$ cat src/rtl/decode_stage.sv
// decode_stage: single-entry decode pipeline register between fetch and execute.
// Decodes RV32I fields and immediates, reads operands and stalls on load-use.
// Optional feature: define DECODE_WB_BYPASS_EN to forward the write-back port
// into the operands. Without it, a write-back to a used source stalls for one
// cycle so the register file can be re-read.
module decode_stage #(
  parameter logic [31:0] BUBBLE_INSTR = 32'h0000_0013
) (
  input  logic        clk,
  input  logic        rst,
  input  logic        in_valid,
  output logic        in_ready,
  input  logic [31:0] in_instr,
  input  logic [31:0] in_pc,
  output logic [4:0]  rf_read_reg1,
  output logic [4:0]  rf_read_reg2,
  input  logic [31:0] rf_read_data1,
  input  logic [31:0] rf_read_data2,
  input  logic [4:0]  wb_write_reg,
  input  logic [31:0] wb_write_data,
  input  logic        wb_write_enable,
  input  logic        ex_is_load,
  input  logic [4:0]  ex_rd,
  input  logic        flush,
  output logic        out_valid,
  input  logic        out_ready,
  output logic [31:0] out_pc,
  output logic [31:0] out_instr,
  output logic [31:0] out_rs1_val,
  output logic [31:0] out_rs2_val,
  output logic [31:0] out_imm,
  output logic [4:0]  out_rd,
  output logic [6:0]  out_opcode,
  output logic [2:0]  out_funct3,
  output logic [6:0]  out_funct7,
  output logic        out_illegal
);

  localparam logic [6:0] OP_LOAD   = 7'h03;
  localparam logic [6:0] OP_IMM    = 7'h13;
  localparam logic [6:0] OP_STORE  = 7'h23;
  localparam logic [6:0] OP_REG    = 7'h33;
  localparam logic [6:0] OP_BRANCH = 7'h63;
  localparam logic [6:0] OP_JALR   = 7'h67;
  localparam logic [6:0] OP_LUI    = 7'h37;
  localparam logic [6:0] OP_AUIPC  = 7'h17;
  localparam logic [6:0] OP_JAL    = 7'h6F;

  // Sign-extended immediate by instruction format; R-type and unknown opcodes give 0.
  function automatic logic signed [31:0] imm_decode(input logic [31:0] ins);
    logic signed [31:0] imm;
    imm = '0;
    case (ins[6:0])
      OP_LOAD, OP_IMM, OP_JALR: imm = {{20{ins[31]}}, ins[31:20]};
      OP_STORE:                 imm = {{20{ins[31]}}, ins[31:25], ins[11:7]};
      OP_BRANCH:                imm = {{19{ins[31]}}, ins[31], ins[7], ins[30:25], ins[11:8], 1'b0};
      OP_LUI, OP_AUIPC:         imm = {ins[31:12], 12'h000};
      OP_JAL:                   imm = {{11{ins[31]}}, ins[31], ins[19:12], ins[20], ins[30:21], 1'b0};
      default:                  imm = '0;
    endcase
    return imm;
  endfunction

  function automatic logic opcode_legal(input logic [6:0] op);
    case (op)
      OP_LOAD, OP_IMM, OP_STORE, OP_REG, OP_BRANCH,
      OP_JALR, OP_LUI, OP_AUIPC, OP_JAL: return 1'b1;
      default:                           return 1'b0;
    endcase
  endfunction

  logic [6:0]  dec_opcode;
  logic [4:0]  dec_rs1, dec_rs2, dec_rd;
  logic        uses_rs1, uses_rs2;
  logic        load_hazard, wb_hazard, hazard, in_xfer;
  logic [31:0] rs1_val, rs2_val;

  logic        out_valid_q,   out_valid_d;
  logic [31:0] out_pc_q,      out_pc_d;
  logic [31:0] out_instr_q,   out_instr_d;
  logic [31:0] out_rs1_val_q, out_rs1_val_d;
  logic [31:0] out_rs2_val_q, out_rs2_val_d;
  logic signed [31:0] out_imm_q, out_imm_d;
  logic [4:0]  out_rd_q,      out_rd_d;
  logic [6:0]  out_opcode_q,  out_opcode_d;
  logic [2:0]  out_funct3_q,  out_funct3_d;
  logic [6:0]  out_funct7_q,  out_funct7_d;
  logic        out_illegal_q, out_illegal_d;

  assign dec_opcode   = in_instr[6:0];
  assign dec_rd       = in_instr[11:7];
  assign dec_rs1      = in_instr[19:15];
  assign dec_rs2      = in_instr[24:20];
  assign rf_read_reg1 = dec_rs1;
  assign rf_read_reg2 = dec_rs2;

  // Which source fields the opcode actually reads, and the resulting stall conditions.
  always_comb begin
    uses_rs1 = 1'b0;
    uses_rs2 = 1'b0;
    case (dec_opcode)
      OP_LOAD, OP_IMM, OP_JALR:    uses_rs1 = 1'b1;
      OP_STORE, OP_REG, OP_BRANCH: begin
        uses_rs1 = 1'b1;
        uses_rs2 = 1'b1;
      end
      default: ;
    endcase
    load_hazard = ex_is_load && (ex_rd != 5'd0) &&
                  ((uses_rs1 && (ex_rd == dec_rs1)) || (uses_rs2 && (ex_rd == dec_rs2)));
`ifdef DECODE_WB_BYPASS_EN
    wb_hazard = 1'b0;
`else
    wb_hazard = wb_write_enable &&
                ((uses_rs1 && (dec_rs1 != 5'd0) && (wb_write_reg == dec_rs1)) ||
                 (uses_rs2 && (dec_rs2 != 5'd0) && (wb_write_reg == dec_rs2)));
`endif
    hazard = in_valid && (load_hazard || wb_hazard);
  end

`ifndef DECODE_WB_BYPASS_EN
  // Write-back data is only consumed by the forwarding path.
  logic unused_wb_data;
  assign unused_wb_data = ^wb_write_data;
`endif

  // Operand selection: x0 always reads zero, forwarding overrides the register file.
  always_comb begin
    rs1_val = 32'd0;
    rs2_val = 32'd0;
    if (dec_rs1 != 5'd0) begin
      rs1_val = rf_read_data1;
`ifdef DECODE_WB_BYPASS_EN
      if (wb_write_enable && (wb_write_reg == dec_rs1)) rs1_val = wb_write_data;
`endif
    end
    if (dec_rs2 != 5'd0) begin
      rs2_val = rf_read_data2;
`ifdef DECODE_WB_BYPASS_EN
      if (wb_write_enable && (wb_write_reg == dec_rs2)) rs2_val = wb_write_data;
`endif
    end
  end

  assign in_ready = (!out_valid_q || out_ready) && !hazard && !flush;
  assign in_xfer  = in_valid && in_ready;

  // Next state of the output register: flush, capture, drain to bubble, or hold.
  always_comb begin
    out_valid_d   = out_valid_q;
    out_pc_d      = out_pc_q;
    out_instr_d   = out_instr_q;
    out_rs1_val_d = out_rs1_val_q;
    out_rs2_val_d = out_rs2_val_q;
    out_imm_d     = out_imm_q;
    out_rd_d      = out_rd_q;
    out_opcode_d  = out_opcode_q;
    out_funct3_d  = out_funct3_q;
    out_funct7_d  = out_funct7_q;
    out_illegal_d = out_illegal_q;
    if (flush || (!in_xfer && out_ready)) begin
      out_valid_d = 1'b0;
      out_instr_d = BUBBLE_INSTR;
      out_rd_d    = 5'd0;
    end else if (in_xfer) begin
      out_valid_d   = 1'b1;
      out_pc_d      = in_pc;
      out_instr_d   = in_instr;
      out_rs1_val_d = rs1_val;
      out_rs2_val_d = rs2_val;
      out_imm_d     = imm_decode(in_instr);
      out_rd_d      = dec_rd;
      out_opcode_d  = dec_opcode;
      out_funct3_d  = in_instr[14:12];
      out_funct7_d  = in_instr[31:25];
      out_illegal_d = !opcode_legal(dec_opcode);
    end
  end

  // Output register; reset returns every field to its bubble value.
  always_ff @(posedge clk) begin
    if (rst) begin
      out_valid_q   <= 1'b0;
      out_pc_q      <= '0;
      out_instr_q   <= BUBBLE_INSTR;
      out_rs1_val_q <= '0;
      out_rs2_val_q <= '0;
      out_imm_q     <= '0;
      out_rd_q      <= '0;
      out_opcode_q  <= '0;
      out_funct3_q  <= '0;
      out_funct7_q  <= '0;
      out_illegal_q <= 1'b0;
    end else begin
      out_valid_q   <= out_valid_d;
      out_pc_q      <= out_pc_d;
      out_instr_q   <= out_instr_d;
      out_rs1_val_q <= out_rs1_val_d;
      out_rs2_val_q <= out_rs2_val_d;
      out_imm_q     <= out_imm_d;
      out_rd_q      <= out_rd_d;
      out_opcode_q  <= out_opcode_d;
      out_funct3_q  <= out_funct3_d;
      out_funct7_q  <= out_funct7_d;
      out_illegal_q <= out_illegal_d;
    end
  end

  assign out_valid   = out_valid_q;
  assign out_pc      = out_pc_q;
  assign out_instr   = out_instr_q;
  assign out_rs1_val = out_rs1_val_q;
  assign out_rs2_val = out_rs2_val_q;
  assign out_imm     = out_imm_q;
  assign out_rd      = out_rd_q;
  assign out_opcode  = out_opcode_q;
  assign out_funct3  = out_funct3_q;
  assign out_funct7  = out_funct7_q;
  assign out_illegal = out_illegal_q;

endmodule
$ cat config.mk
export PLATFORM = sky130hd
export DESIGN_NAME = decode_stage
export DESIGN_NICKNAME = d
export VERILOG_FILES = /design/src/rtl/decode_stage.sv
export SDC_FILE = /design/constraint.sdc
export NUM_CORES = 1
export LEC_CHECK = 0
export ABC_AREA = 1
export CAP_MARGIN = 5
export CELL_PAD_IN_SITES_DETAIL_PLACEMENT = 2
export CELL_PAD_IN_SITES_GLOBAL_PLACEMENT = 2
export CORE_AREA = 2 2 169 171
export DETAILED_ROUTE_END_ITERATION = 10
export DIE_AREA = 0 0 171 173
export DONT_BUFFER_PORTS = 1
export HOLD_SLACK_MARGIN = 0.15
export PLACE_DENSITY = 0.83
export SLEW_MARGIN = 30
export SYNTH_ARGS = -nofsm -noshare
export SYNTH_HDL_FRONTEND = slang
export SYNTH_SLANG_ARGS = --single-unit
$ cat constraint.sdc
create_clock -name clk -period 1.5 [get_ports clk]
set_clock_uncertainty 0.05 [all_clocks]
set_input_delay 0.225 -clock clk [delete_from_list [all_inputs] [get_ports clk]]
set_output_delay 0.225 -clock clk [all_outputs]
set_load 0.01 [all_outputs]
# After elaboration in Yosys (flattened, before gate mapping)
# Index checks and enable logic that the tools add are counted.
# word_totals
ff_bits	184
latch_bits	0
ram_bits	0
mem_bits_ro	0
input_bits	177
out_inout_bits	195
word_cells	67
memories	0
# op_classes
add_sub_neg	0
n_mul	0
n_div	0
order_cmp	0
eq_ne	13
shifts	0
n_mux	8
n_bitwise	1
n_reduce_logical	34
# op_table
operator	n
$pmux 32 s5	1
$mux 32	2
$eq 7x6->1 const B	3
$eq 7x7->1 const B	3
$eq 5x5->1	4
$reduce_bool 5->1	3
$eq 7x5->1 const B	2
$logic_and 1x1->1	14
$reduce_or 9->1	1
$eq 7x2->1 const B	1
$reduce_or 3->1	2
$reduce_or 6->1	1
$logic_not 1->1	5
$logic_or 1x1->1	5
$mux 1	5
$reduce_or 2->1	2
$reduce_and 2->1	1
$not 1->1	1

# Depth between registers and ports, before layout
# Gate-level depths: netlist of run 1.
# depth
ltp_word	18
mapped_depth	15
depth_no_buf	13

# Worst setup path after synthesis of run 1
# No wires, ideal clock.
# synth_timing
path_type	input -> register
from	in in_instr[4]
to	reg out_instr_q[0] (netlist: out_instr[0])
setup_time_ps	114
arrival_time_ps	1525
required_time_ps	1336
slack_ps	-190
stages	14
n_path_buf	2
cell_sequence	inv_1 nand2_1 nor2_2 nand2_4 nand3_1 nand3_1 nand2_1 nand2_1 nand4_2 buf_2 buf_2 nor2_1 nor2_1 nand2_1
# synth_via
elab_chain_len	17
elab_cells_between_ends	30
cone_classes	eq/ne (6); mux (2); reduce/logical (22)
# synth_lines
element	line	rtl
start: declaration	13	input logic [31:0] in_instr,
$eq 7x2->1 (tied with other cells)	101	case (dec_opcode)
$reduce_or 6->1 (no line) / $reduce_or 3->1 (equally long branches)	--	
$mux 1	101	
$logic_and 1x1->1 (on tied branches) (2 in a row)	115, 116	
$logic_or 1x1->1	115	((uses_rs1 && (dec_rs1 != 5'd0) && (wb_write_reg == dec_rs1)) ||
$logic_and 1x1->1	114	wb_hazard = wb_write_enable &&
$logic_or 1x1->1 (*)	118	hazard = in_valid && (load_hazard || wb_hazard);
$logic_and 1x1->1 (*)	118	
$logic_not 1->1 (*)	145	assign in_ready = (!out_valid_q || out_ready) && !hazard && !flush;
$logic_and 1x1->1 (*) (2 in a row)	145	
$logic_and 1x1->1 (*)	146	assign in_xfer = in_valid && in_ready;
$logic_not 1->1	161	if (flush || (!in_xfer && out_ready)) begin
$logic_and 1x1->1	161	
$logic_or 1x1->1	161	
$reduce_or 2->1 (no line)	--	
end signal: assignment	197	out_instr_q <= out_instr_d;
end: declaration	80	logic [31:0] out_instr_q, out_instr_d;
# Every way passes the cells marked *; elsewhere a longest branch is shown, timed or not.
# A chain may end at the register's enable or synchronous reset.

# Worst setup path in the final report of run 1
# layout_timing
from	in in_instr[6]
to	reg out_imm_q[3] (netlist: out_imm[3])
# layout_via
elab_chain_len	18
elab_cells_between_ends	37
cone_classes	eq/ne (9); mux (3); bitwise (1); reduce/logical (24)
# layout_lines
element	line	rtl
$eq 7x2->1 (tied with other cells)	53, 101	
$reduce_or 6->1 (no line) / $reduce_or 3->1 (equally long branches)	--	
$mux 1	101	
$logic_and 1x1->1 (on tied branches) (2 in a row)	115, 116	
$logic_or 1x1->1	115	
$logic_and 1x1->1	114	
$logic_or 1x1->1	118	
$logic_and 1x1->1	118	
$logic_not 1->1	145	
$logic_and 1x1->1 (2 in a row)	145	
$logic_and 1x1->1	146	
$logic_not 1->1	161	
$logic_and 1x1->1	161	
$logic_or 1x1->1	161	
$not 1->1 (no line)	--	
$reduce_and 2->1 (no line)	--	
end signal: assignment	200	out_imm_q <= out_imm_d;
end: declaration	83	logic signed [31:0] out_imm_q, out_imm_d;
# Parallel ways exist; a longest one is shown, timed or not.

==> qor.yml, run 1 <==
yosysTopAreaCell: "dfxtp_1"
slowest_stage: "o21ai_0"
regToRegSetupSlack_ns: -0.14
clock_sinks: 179
netSwitchingFraction_pct: 29.55
setup_viol: 163
grt_max_degree: 148
postSynthNetCount: 1331
antenna_found_initial: 2
required_ns: 1.81
comb_power_share_pct: 16.4
worst_setup_path_end_kind: "flip-flop"
cp.arrival_ns: 2.01
hold_path_end: "out_rs2_val[10]"
grt_usage_pct: 22.61
antenna_left: 0
power.density_nw_per_um2: 991.4
cts_made_buffers: 17
clock.fmax_ghz: 0.5891
clkSlewWorstSetupHoldPaths_ns: 0.07
crit_path_cell_trace: "clkinvlp_4 -> nor2_4 -> buf_4 -> nand4_1 -> inv_1 -> nor2_1 -> o21ai_0 -> nand2_4 -> a21oi_2"
p_seq_share_pct: 42.9
num_rows: 61
whs_ns: -0.1951
critical_path_buf_inv_count: 3
cp_top_family: "simple AND/OR/NAND/NOR gates"
vias: 8281
finalCritPeriodShare_pct: 113.2
syn-mean-instance-area_sq_um: 6.654
core_area_sq_um: 27630
final_cell_count_no_fill: 1633
ys_types: 22
worst_setup_path_start_kind: "input port"
clk_latency_ns: 0.42
ys_warn_count: 0
netlist_area_sq_um: 7679
vdd.ir_drop.worst_uv: 712.0
gp_congestion: 0.8386
area_growth_pct: 60.47
internal_power_w: 0.008606
slew_headroom_pct: 65.74
final_max_slew_viol_count: 0
fin_tns_setup_ns: -8.413
io_pins: 372
grt_pass1_wl_mm: 50.81
drive_gt1_share_pct: 42.38
power_switching_w: 0.003610
die_w_um: 171
synth_cells: 1154
p_leak_nw: 5.799
synth.ff_latch_count: 179
timing_hold_violations_final: 151
finalWirelength_mm: 43.02
nNetsFinal: 1417
synth_top_area_share_pct: 46.67
dieArea_sq_um: 29580
tightest_slew_ns: 0.5085
hold_start: "rst"
reg2reg_depth: 9
critPathKind: "input port to flip-flop"
clockBufferDepth: 2
outcome: "complete, but fails checks"
min_path_cells: 1
initial_core_util_pct: 27.79
r2r_end: "out_instr[26]"
hp-class: "input port to flip-flop"
drtPass1Iterations: 5
yosysSeqAreaShare_pct: 46.67
place.port_buffers: 0
drc: 0
overflow: 0
violations: "hold timing, setup timing"
cts_tree: "done"
path_max_fanout: 5
dpl.hpwl_mm: 21.91
cts-root-buf: "clkbuf_16"
synth.area.top_cells: "dfxtp_1 (47%), nand2_1 (25%), a21oi_1 (7.4%)"
first_global_vias: 8642
startpoint: "in_instr[6]"
rsz0062_at_grt: "true"
via_per_inst: 5.071
period_needed_ns: 1.698
fillCellCount: 2968
maxCapViolations: 0
wl_per_cell_um: 26.35
h-tree-depth: 4
setup_slack_ns: -0.1975
dr.first_iter.drc_count: 466
p_clk_share_pct: 40.7
slowest_delay_ns: 0.40
dp.cells: 1513
worstReg2RegStart: "out_valid"
total_power_w: 0.01222
die_h_um: 173
[worst register-to-register path: stages, from the launching register on]
cell and delay, ns:
dfxtp_2 0.33, inv_2 0.08, nor2_4 0.04, nor2_4 0.11, nand4_4 0.13, buf_6 0.18, nand2_1 0.10, nand2_4 0.09
buf_12 0.17, a21oi_1 0.26
[registers in the layout, indices dropped and copies added (netlist names)]
name,flops
out_rs2_val,32
out_rs1_val,32
out_funct3,3
out_valid,1
out_imm,32
out_illegal,1
out_pc,32
out_opcode,7
out_funct7,7
out_instr,32
[cell type report]
class / count / area [sq um] / area share [%]
tap: 378 / 473.0 / 3.838
sequential: 179 / 3585 / 29.09
inverter: 108 / 451.7 / 3.666
multi-input combinational: 788 / 5021 / 40.75
timing repair buffer: 145 / 2146 / 17.41
clock inverter: 13 / 171.4 / 1.391
antenna: 2 / 5.005 / 0.04062
timing repair inverter: 1 / 16.27 / 0.1320
clock buffer: 19 / 452.9 / 3.676
[synthesized netlist by cell type]
| master | instances |
|---|---|
| o22ai_1 | 2 |
| clkbuf_1 | 34 |
| a41oi_1 | 6 |
| dfxtp_1 | 179 |
| nand2_4 | 1 |
| nand4_2 | 1 |
| nand4_1 | 2 |
| buf_2 | 28 |
| xnor2_1 | 10 |
| o21ai_0 | 22 |
| nand2_1 | 521 |
| inv_1 | 106 |
| buf_4 | 17 |
| nand3_1 | 9 |
| a21oi_1 | 114 |
| nor2_1 | 89 |
| a21boi_0 | 1 |
| nand3b_1 | 1 |
| nor2_2 | 2 |
| nand3_2 | 1 |
| xor2_1 | 6 |
| inv_2 | 2 |
[what timing repair did]
item | in CTS | in global routing
gates cloned | 15 | 18
gates resized for setup | 104 | 454
setup buffers | 9 | 16
endpoints found under the hold margin | 179 | 160
endpoints found under the setup margin | 178 | 180
hold buffers | 25 | 5
pin swaps | 23 | 138
[per-stage QoR]
step	setup WS (ns)	util [%]	area (sq um)	hold slack [ns]
global route	-0.2178	44.60	12320	-0.2226
finish	-0.1975	44.60	12320	-0.1951
global placement	-0.4089	30.66	8472	0.2596
detailed placement	-0.5260	30.66	8472	0.2584
CTS	-0.1604	36.76	10160	-0.2204
floorplan	-0.07178	-	7935	0.3177
[logic make-up after synthesis]
kind of cell	after synthesis	share of synthesized area (%)
flops	179	46.67
compound gates	145	9.809
xor+xnor	16	1.825
simple gates	627	31.27
buf+inv	187	10.43
[power groups by stage]
stage	Combinational [W]	Clock, W	Sequential, W
CTS	0.00137	0.00501	0.00522
global placement	0.000931	0	0.00533
finish	0.00200	0.00498	0.00524
global route	0.00214	0.00529	0.00527
detailed placement	0.000997	0	0.00533
floorplan	0.000806	0	0.00526
[worst max-delay path by stage]
stage,to,slack [ns],cells after the start
finish,out_imm[3],-0.20,9
detailed placement,out_imm[21],-0.53,12
global route,out_imm[2],-0.22,9
floorplan,out_funct3[0],-0.07,13
global placement,out_imm[21],-0.41,13
CTS,in_ready,-0.16,5
[cells in the final DEF (no fill, tap or decap), types with 3 or more instances in the layout]
cell type      count
clkinvlp_4         4
buf_4             46
dfxtp_1          178
xor2_1             6
buf_8              5
nor2_2            16
nor2_1            70
o21ai_1            3
a21oi_2          100
nand2_1          287
bufinv_16          3
clkbuf_16         33
buf_6              9
o21ai_0           13
xnor2_1           10
nand3_1            6
nand2_4          128
clkinv_4           3
nand2_2          107
buf_12            21
o21ai_2            6
dlygate4sd3_1     29
a41oi_1            6
inv_2              8
buf_16            17
nand3_2            3
inv_1             94
a21oi_1           14
inv_6              6
nor2_4             5
[layer usage]
layer | wire, um | up-vias | track usage (%)
met3 | 3933 | 115 | 8.537
met4 | 2099 | 0 | 8.898
met2 | 22140 | 383 | 41.97
li1 | - | 3674 | -
met5 | 0 | - | 0
met1 | 14850 | 4109 | 22.40
No activity file was read; power rests on OpenSTA's default activity.
==> run 2, diff against run 1 <==
CELL_PAD_IN_SITES_DETAIL_PLACEMENT = not set   (was 2)
CELL_PAD_IN_SITES_GLOBAL_PLACEMENT = not set   (was 2)
CORE_AREA = 2 2 146 148   (was 2 2 169 171)
DIE_AREA = 0 0 148 150   (was 0 0 171 173)
PLACE_DENSITY = 0.63   (was 0.83)
==> qor.yml, run 2 (synthesized netlist as in run 1, its figures left out) <==
outcome: "complete, but fails checks"
violations: "hold timing, setup timing"
power.density_nw_per_um2: 1013  # +2.2%
crit_path_cell_trace: "inv_2 -> nor2_2 -> nor2_2 -> nand4_4 -> buf_6 -> buf_12 -> buf_12 -> buf_12 -> nand2_1 -> a21oi_1"
cp_top_family: "buffers and inverters"
place.port_buffers: 0  # unchanged
nNetsFinal: 1406  # -0.78%
die_h_um: 150  # -13%
grt_usage_pct: 22.44  # -0.17 points
register_area_sq_um: 3585  # unchanged
hp-class: "input port to flip-flop"
path_max_fanout: 11  # +6
worst_setup_path_start_kind: "flip-flop"
final_max_slew_viol_count: 0  # unchanged
first_global_vias: 6890  # -20%
design_area_sq_um: 11370  # -7.7%
area_growth_pct: 48.12
comb_power_share_pct: 14.6  # -1.8 points
via_per_inst: 5.019  # -1.0%
clockBufferDepth: 2  # unchanged
clkSlewWorstSetupHoldPaths_ns: 0.08  # about the same
timing_hold_violations_final: 110  # -27%
drc: 0  # unchanged
antenna_found_initial: 1  # -1
num_rows: 53  # -13%
netSwitchingFraction_pct: 28.99  # -0.56 points
maxCapViolations: 0  # unchanged
vdd.ir_drop.worst_uv: 791.5  # +11%
wl_per_cell_um: 19.36  # -27%
whs_ns: -0.1881  # +0.006991 ns
internal_power_w: 0.008179  # -5.0%
drive_gt1_share_pct: 33.66  # -8.7 points
fillCellCount: 1860  # -37%
finalCritPeriodShare_pct: 109.0  # -4.1 points
multiInputGateArea_sq_um: 4404  # -12%
p_seq_share_pct: 45.3  # +2.4 points
tightest_slew_ns: 0.4567  # -0.05185 ns
p_leak_nw: 5.165  # -11%
clk_latency_ns: 0.42  # about the same
grt_pass1_wl_mm: 38.66  # -24%
crit_top_cell: "buf_12"
initial_core_util_pct: 37.11  # +9.3 points
cts_tree: "done"
grt_max_degree: 148  # unchanged
h-tree-depth: 4  # unchanged
core_area_sq_um: 20690  # -25%
dr.first_iter.drc_count: 439  # -5.8%
slew_headroom_pct: 69.52  # +3.8 points
worst_setup_path_end_kind: "flip-flop"
cts_made_buffers: 17  # unchanged
finalWirelength_mm: 29.38  # -32%
drtPass1Iterations: 4  # -1
setup_viol: 95  # -42%
slowest_stage: "dfxtp_2"
period_needed_ns: 1.636  # -0.06189 ns
place_ws_ns: -0.4274  # +0.09859 ns
clock_sinks: 179  # unchanged
post_dp_cell_area_sq_um: 8248  # -2.6%
vias: 7619  # -8.0%
critPathKind: "flip-flop to flip-flop"
dpl.hpwl_mm: 16.56  # -24%
p_clk_share_pct: 40.1  # -0.6 points
antenna_left: 0  # unchanged
overflow: 0  # unchanged
io_pins: 372  # unchanged
setup_slack_ns: -0.1356  # +0.06189 ns
layout_commonest_cell: "nand2_1"
power_switching_w: 0.003340  # -7.5%
slowest_delay_ns: 0.33  # -0.07 ns
final_cell_mix: "nand2_1 (345), dfxtp_1 (178), nand2_2 (112)"
required_ns: 1.74  # -0.07 ns
utilization_pct: 54.97  # +10 points
dieArea_sq_um: 22200  # -25%
gp_congestion: 0.8812  # +5.1%
die_w_um: 148  # -13%
critical_path_buf_inv_count: 5  # +2
fin_tns_setup_ns: -4.127  # +4.286 ns
cp.arrival_ns: 1.88  # -0.13 ns
cts-root-buf: "clkbuf_16"
clock.fmax_ghz: 0.6114  # +3.8%
rsz0062_at_grt: "true"
## run 2: cell count changes in the layout (fill, tap and decap cells not counted), sizes merged, moves of 2 or more
cell / change
buf: -6
clkbuf: -6
inv: +5
bufinv: -2
clkinvlp: -2
dlygate4sd3: +2
## run 2: power groups by stage
stage	registers, W	clock network, W	logic [W]
after floorplan	0.00526	0	0.000806
final	0.00522	0.00462	0.00168
after detailed placement	0.00532	0	0.000899
after global routing	0.00524	0.00491	0.00182
after CTS	0.00521	0.00474	0.00132
after global placement	0.00532	0	0.000879
## run 2: final timing paths
check	from	depth (start not counted)	slack, ns	endpoint
setup reg to reg	out_valid	10	-0.14	out_pc[15]
setup / recovery	out_valid	10	-0.14	out_pc[15]
hold / removal	rst	1	-0.19	out_rs2_val[0]
hold reg to reg	out_valid	2	0.42	out_valid
## run 2: cell type report
class / count / area share (%)
inverter: 108 / 3.795
antenna: 1 / 0.02200
multi-input combinational: 788 / 38.72
clock inverter: 15 / 1.617
tap: 275 / 3.025
sequential: 179 / 31.52
clock buffer: 17 / 3.740
timing repair buffer: 135 / 17.56
## run 2: metrics by stage
step	power [W]	instances
floorplan	0.006064	1154
global placement	0.006200	1401
detailed placement	0.006220	1401
CTS	0.01127	1494
global route	0.01197	1518
finish	0.01152	1518
## run 2: what timing repair did
action                     CTS  global route
setup endpoints to repair  179           180
hold endpoints to repair   179           155
cloned                      19            16
hold buffers                25             6
setup buffers               19            12
pin swaps                   17            71
resized for setup           69           315
## run 2: worst register-to-register path, delay by kind of cell, from the launching register on
kind | cells | cell delay [ns]
AO/OA/AOI/OAI | 1 | 0.07
buffers and inverters | 5 | 0.67
flip-flops | 1 | 0.33
AND/OR/NAND/NOR | 4 | 0.41
## run 2: metal layers
layer	share of wire (%)	vias to the layer above	GRT usage [%]
li1	-	3660	-
met1	38	3617	25.21
met2	50	310	38.94
met3	9.6	32	8.841
met4	2.1	0	7.429
met5	0	-	0
